`src/rtl/uart_rx_fifo.sv`:
```
// UART receiver (8N1, 2-flop synchronized input) feeding a small circular FIFO.
// Framing errors and full-FIFO drops are reported as one-cycle pulses.
module uart_rx_fifo #(
  parameter int CLKS_PER_BIT = 434,
  parameter int DEPTH_LOG2   = 4
) (
  input  logic       clk,
  input  logic       reset,
  input  logic       rx,
  input  logic       rdreq,
  output logic [7:0] q,
  output logic       empty,
  output logic       full,
  output logic       overrun,
  output logic       frame_err
);

  localparam int                  DEPTH     = 1 << DEPTH_LOG2;
  localparam logic [15:0]         BIT_LAST  = 16'(CLKS_PER_BIT - 1);
  localparam logic [15:0]         HALF_LAST = 16'(CLKS_PER_BIT / 2 - 1);
  localparam logic [DEPTH_LOG2:0] DEPTH_CNT = (DEPTH_LOG2 + 1)'(DEPTH);

  typedef enum logic [1:0] {
    IDLE  = 2'd0,
    START = 2'd1,
    DATA  = 2'd2,
    STOP  = 2'd3
  } state_t;

  // ---------------------------------------------------------------------------
  // Input synchronizer; both flops reset to the idle (high) line level
  // ---------------------------------------------------------------------------
  logic rx_meta_q;
  logic rx_s_q;

  always_ff @(posedge clk) begin
    if (reset) begin
      rx_meta_q <= 1'b1;
      rx_s_q    <= 1'b1;
    end else begin
      rx_meta_q <= rx;
      rx_s_q    <= rx_meta_q;
    end
  end

  // ---------------------------------------------------------------------------
  // Receiver FSM
  // ---------------------------------------------------------------------------
  state_t      state_q, state_d;
  logic [15:0] timer_q, timer_d;
  logic [2:0]  bit_cnt_q, bit_cnt_d;
  logic        bits_done_q, bits_done_d;
  logic [7:0]  shift_q, shift_d;
  logic        push_q, push_d;
  logic        frame_err_q, frame_err_d;

  always_ff @(posedge clk) begin
    if (reset) begin
      state_q     <= IDLE;
      timer_q     <= 16'd0;
      bit_cnt_q   <= 3'd0;
      bits_done_q <= 1'b0;
      shift_q     <= 8'h00;
      push_q      <= 1'b0;
      frame_err_q <= 1'b0;
    end else begin
      state_q     <= state_d;
      timer_q     <= timer_d;
      bit_cnt_q   <= bit_cnt_d;
      bits_done_q <= bits_done_d;
      shift_q     <= shift_d;
      push_q      <= push_d;
      frame_err_q <= frame_err_d;
    end
  end

  always_comb begin
    state_d     = state_q;
    timer_d     = timer_q;
    bit_cnt_d   = bit_cnt_q;
    bits_done_d = bits_done_q;
    shift_d     = shift_q;
    push_d      = 1'b0;
    frame_err_d = 1'b0;

    case (state_q)
      IDLE: begin
        timer_d = 16'd0;
        if (!rx_s_q) begin
          state_d     = START;
          bit_cnt_d   = 3'd0;
          bits_done_d = 1'b0;
        end
      end

      START: begin
        // A start bit that is no longer low at its midpoint is a glitch.
        if (timer_q == HALF_LAST) begin
          timer_d = 16'd0;
          state_d = rx_s_q ? IDLE : DATA;
        end else begin
          timer_d = timer_q + 16'd1;
        end
      end

      DATA: begin
        if (timer_q == BIT_LAST) begin
          timer_d = 16'd0;
          shift_d = {rx_s_q, shift_q[7:1]};
          if (bit_cnt_q == 3'd7) begin
            bits_done_d = 1'b1;
            state_d     = STOP;
          end else begin
            bit_cnt_d = bit_cnt_q + 3'd1;
          end
        end else begin
          timer_d = timer_q + 16'd1;
        end
      end

      STOP: begin
        if (timer_q == BIT_LAST && bits_done_q) begin
          timer_d = 16'd0;
          state_d = IDLE;
          if (rx_s_q) begin
            push_d = 1'b1;
          end else begin
            frame_err_d = 1'b1;
          end
        end else begin
          timer_d = timer_q + 16'd1;
        end
      end

      default: begin
        state_d = IDLE;
        timer_d = 16'd0;
      end
    endcase
  end

  // ---------------------------------------------------------------------------
  // Circular FIFO
  // ---------------------------------------------------------------------------
  logic [7:0]            mem [DEPTH];
  logic [DEPTH_LOG2-1:0] rptr_q;
  logic [DEPTH_LOG2-1:0] wptr_q;
  logic [DEPTH_LOG2:0]   count_q;
  logic [7:0]            q_q;
  logic                  overrun_q;
  logic                  pop_ok;
  logic                  push_ok;

  assign empty   = (count_q == '0);
  assign full    = (count_q == DEPTH_CNT);
  // A pop in the same cycle frees a slot, so a full FIFO can still take a push.
  assign pop_ok  = rdreq & ~empty;
  assign push_ok = push_q & (~full | pop_ok);

  always_ff @(posedge clk) begin
    if (push_ok) begin
      mem[wptr_q] <= shift_q;
    end
  end

  always_ff @(posedge clk) begin
    if (reset) begin
      rptr_q    <= '0;
      wptr_q    <= '0;
      count_q   <= '0;
      q_q       <= 8'h00;
      overrun_q <= 1'b0;
    end else begin
      overrun_q <= push_q & ~push_ok;
      if (pop_ok) begin
        q_q    <= mem[rptr_q];
        rptr_q <= rptr_q + 1'b1;
      end
      if (push_ok) begin
        wptr_q <= wptr_q + 1'b1;
      end
      case ({push_ok, pop_ok})
        2'b10:   count_q <= count_q + 1'b1;
        2'b01:   count_q <= count_q - 1'b1;
        default: count_q <= count_q;
      endcase
    end
  end

  assign q         = q_q;
  assign overrun   = overrun_q;
  assign frame_err = frame_err_q;

endmodule

```
`config.mk`:
```
export PLATFORM = sky130hd
export DESIGN_NAME = uart_rx_fifo
export DESIGN_NICKNAME = d
export VERILOG_FILES = /design/src/rtl/uart_rx_fifo.sv
export SDC_FILE = /design/constraint.sdc
export NUM_CORES = 1
export LEC_CHECK = 0
export CAP_MARGIN = 40
export CORE_MARGIN = 5
export CORE_UTILIZATION = 55
export CTS_CLUSTER_SIZE = 8
export DETAILED_ROUTE_END_ITERATION = 16
export GPL_ROUTABILITY_DRIVEN = 0
export PLACE_DENSITY = 0.8
export SYNTH_ARGS = -nofsm -noshare
export SYNTH_HDL_FRONTEND = slang
export SYNTH_SLANG_ARGS = --single-unit
export TNS_END_PERCENT = 20
```
`constraint.sdc`:
```
create_clock -name clk -period 4.19 [get_ports clk]
set_clock_uncertainty 0.2 [all_clocks]
set_input_delay 1.257 -clock clk [delete_from_list [all_inputs] [get_ports clk]]
set_output_delay 1.257 -clock clk [all_outputs]
set_load 0.05 [all_outputs]
```
==> insert_results.sql <==
INSERT INTO impl_metrics (metric_group, metric, value, unit) VALUES
('cells_and_area', 'multi_input_combinational_cell_area', '2420', 'um2'),
('cells_and_area', 'area.growth.synth_to_final', '12.1', '%'),
('setup_path', 'setup.worst_path.start_class', 'flip-flop', ''),
('power', 'p_total', '4.33', 'mW'),
('drt', 'postRouteAntennaNets', '0', ''),
('timing', 'maxClockFrequency', '255', 'MHz'),
('cells_and_area', 'drive_above_1_share', '17.6', '%'),
('min_path', 'worstHoldStart', 'rx_meta_q', ''),
('clock_network', 'post_cts.resized_instances', '0', ''),
('timing', 'finalCriticalPeriod', '3.93', 'ns'),
('power', 'clock_power_share', '34.9', '%'),
('logic_synthesis', 'proportion_of_synthesized_chip_area_in_sequential_cells', '65.6', '%'),
('cells_and_area', 'layout.area.seq', '4970', 'um2'),
('die', 'fp.dieW', '127', 'um'),
('setup_path', 'highest_net_fanout_along_the_worst_path', '6', ''),
('timing', 'fin_crit_sh', '93.7', '%'),
('clock_network', 'cts.root.buffer_cell', 'sky130_fd_sc_hd__clkbuf_16', ''),
('logic_synthesis', 'synth.net_count', '566', ''),
('drt', 'post-route-drc-count', '0', ''),
('setup_path', 'rr_startpoint', 'rptr_q[0]', ''),
('setup_path', 'crit_arrival', '2.47', 'ns'),
('timing', 'rsz0062_at_grt', 'false', ''),
('setup_path', 'worstSetupStartpoint', 'count_q[0]', ''),
('power', 'max-vdd-ir-drop', '0.261', 'mV'),
('clock_network', 'max_buffers_root_to_sink', '2', ''),
('cells_and_area', 'nets', '585', ''),
('logic_synthesis', 'post_synth_inst_count', '548', ''),
('drt', 'initialDrtViolationCount', '498', ''),
('timing', 'relSlewSlack', '47.0', '%'),
('clock_network', 'post-cts-setup-buffer-count', '0', ''),
('setup_path', 'worst_r2r_path_depth', '5', ''),
('die', 'start_util', '56.7', '%'),
('global_route', 'grt_use_total', '19.1', '%'),
('drt', 'wirelength_met1', '6090', 'um'),
('die', 'die_area', '16200', 'um2'),
('run_status', 'status', 'finished, final reports clean', ''),
('drt', 'route.detailed.wl_per_inst', '19.4', 'um'),
('drt', 'routed-wl-met2', '7280', 'um'),
('logic_synthesis', 'avgSynthCellArea', '13.8', 'um2'),
('logic_synthesis', 'syn-cell-area', '7570', 'um2'),
('power', 'static-leakage-power', '2.88', 'nW'),
('job', 'cap_violations', '0', ''),
('clock_network', 'clkSinkCount', '184', ''),
('timing', 'finalSetupViolations', '0', ''),
('cells_and_area', 'n_fill_cell', '953', ''),
('min_path', 'hold-path-cell-count', '1', ''),
('timing', 'final-max-slew-violation-count', '0', ''),
('die', 'core_region_area', '13300', 'um2'),
('setup_path', 'crit_type', 'flip-flop to output port', ''),
('global_route', 'grt_antenna_before_repair', '0', ''),
('logic_synthesis', 'main_flop_type_after_synthesis', 'sky130_fd_sc_hd__edfxtp_1', ''),
('logic_synthesis', 'synth_async_sr_flop_share', '0', '%'),
('die', 'floorplan.io_pins', '16', ''),
('drt', 'routed_wirelength', '14700', 'um'),
('logic_synthesis', 'ys_seq_elements', '184', ''),
('power', 'switching_part_of_the_total_power', '28.6', '%'),
('cells_and_area', 'final_antenna_diode_count', '0', ''),
('placed_design', 'dp_hpwl', '9610', 'um'),
('power', 'power.combinational.fraction', '17.8', '%'),
('drt', 'highest-signal-layer', 'met4', ''),
('drt', 'dr_wl_met3', '844', 'um'),
('power', 'power.share.sequential', '47.3', '%'),
('clock_network', 'cts_tree', 'yes', ''),
('drt', 'via_per_inst', '5.83', ''),
('timing', 'finalHoldViolCount', '0', ''),
('global_route', 'grt_overflow_total', '0', ''),
('setup_path', 'ff2ff_setup_slack', '1.28', 'ns'),
('clock_network', 'holdBufCountCts', '0', ''),
('drt', 'routed-via-count', '4409', ''),
('logic_synthesis', 'post_synth_num_cell_types', '52', ''),
('clock_network', 'clk_pin_slew_worst_paths', '0.07', 'ns');
[power groups by stage]
stage	sequential [mW]	clock, mW	combinational (mW)
final	2.05	1.51	0.772
after global placement	2.08	0	0.736
after floorplan	2.19	0	0.438
after global routing	2.06	1.63	0.819
after detailed placement	2.08	0	0.764
after CTS	2.05	1.53	0.770
[Yosys cell counts (4+ instances only)]
cell type                  instances  share of area, %
sky130_fd_sc_hd__mux2_2           34               5.1
sky130_fd_sc_hd__xor2_1           10               1.2
sky130_fd_sc_hd__o221ai_1          7              0.81
sky130_fd_sc_hd__edfxtp_1        128                51
sky130_fd_sc_hd__nor3_1           17               1.1
sky130_fd_sc_hd__xnor2_1          13               1.5
sky130_fd_sc_hd__inv_1            14              0.69
sky130_fd_sc_hd__mux4_2           14               4.2
sky130_fd_sc_hd__nand2_1          13              0.64
sky130_fd_sc_hd__buf_2            13              0.86
sky130_fd_sc_hd__nor2_1           90               4.5
sky130_fd_sc_hd__nand4_1           6              0.50
sky130_fd_sc_hd__nand2b_1          6              0.50
sky130_fd_sc_hd__a21oi_1           6              0.40
sky130_fd_sc_hd__dfxtp_1          56                15
sky130_fd_sc_hd__o22ai_1           9              0.74
sky130_fd_sc_hd__a211oi_1          4              0.40
sky130_fd_sc_hd__nand3_1          11              0.73
sky130_fd_sc_hd__nor4_1            5              0.41
sky130_fd_sc_hd__ha_1             13               2.1
sky130_fd_sc_hd__clkbuf_1         14              0.69
sky130_fd_sc_hd__o32ai_1           7              0.81
sky130_fd_sc_hd__mux2i_1          14               1.9
sky130_fd_sc_hd__nor2b_1           6              0.50
[registers in the layout (all words and copies together), names as in the netlist, 3 cells and up, named ones only]
| register | cells |
|---|---|
| mem | 128 |
| timer_q | 16 |
| q | 8 |
| shift_q | 8 |
| count_q | 5 |
| rptr_q | 4 |
| wptr_q | 4 |
| bit_cnt_q | 3 |
[final cells by class]
class,count,share of cell area [%]
multi-input cells,321,28.5
inverters,14,0.619
well taps,176,2.60
repair buffers,29,3.01
flip-flops and latches,184,58.5
clock inverters,13,1.24
clock buffers,19,5.47
[layout by cell type (no fill, tap or decap), drive strengths merged, types with 3 or more instances in the layout]
cell           count
mux2i             14
nor3              17
buf               14
nor4               5
o22ai              9
nand2b             6
a21oi              6
nor2b              6
edfxtp           128
dfxtp             56
xor2              10
nand4              6
nand2             14
o32ai              7
xnor2             13
a21boi             3
o21ai              3
nor2              90
and2               3
o221ai             7
nand3             11
a211oi             5
clkbuf            19
ha                13
mux4              14
clkdlybuf4s50     15
mux2              34
inv               24
[how the worst max path moves through the flow]
stage / endpoint / cells past startpoint
3_5_place_dp: count_q[4] / 9
4_1_cts: empty / 3
2_1_floorplan: count_q[4] / 8
3_3_place_gp: count_q[4] / 9
6_report: empty / 3
5_1_grt: empty / 3
[logic make-up after synthesis]
kind of cell    after synthesis  synth area share [%]
flops                       184                  65.6
simple gates                169                  10.3
mux                          62                  11.1
compound gates               53                  5.52
buf+inv                      43                  2.40
xor+xnor                     23                  2.66
fa+ha+maj                    14                  2.41
[critical path, stage by stage, from the launching register on]
cell and delay [ns]:
sky130_fd_sc_hd__dfxtp_1 0.34, sky130_fd_sc_hd__or4_1 0.70, sky130_fd_sc_hd__nor2_1 0.16, sky130_fd_sc_hd__clkdlybuf4s50_1 0.83
[through the flow]
step	std cells	utilization, %	instance area (um2)	setup slack [ns]	hold slack, ns
5_1_grt	756	63.6	8480	0.198	0.231
3_3_place_gp	724	59.3	7920	0.444	0.196
6_report	756	63.6	8480	0.263	0.225
3_5_place_dp	724	59.3	7920	0.357	0.206
2_1_floorplan	548	-	7570	1.03	0.189
4_1_cts	756	63.6	8480	0.262	0.228
[routing by layer]
layer,vias up,GRT usage [%]
met5,-,0
met4,0,8.58
met3,37,4.38
met2,146,31.1
met1,2157,24.4
li1,2069,-
Power figures use the tool's default switching activity.
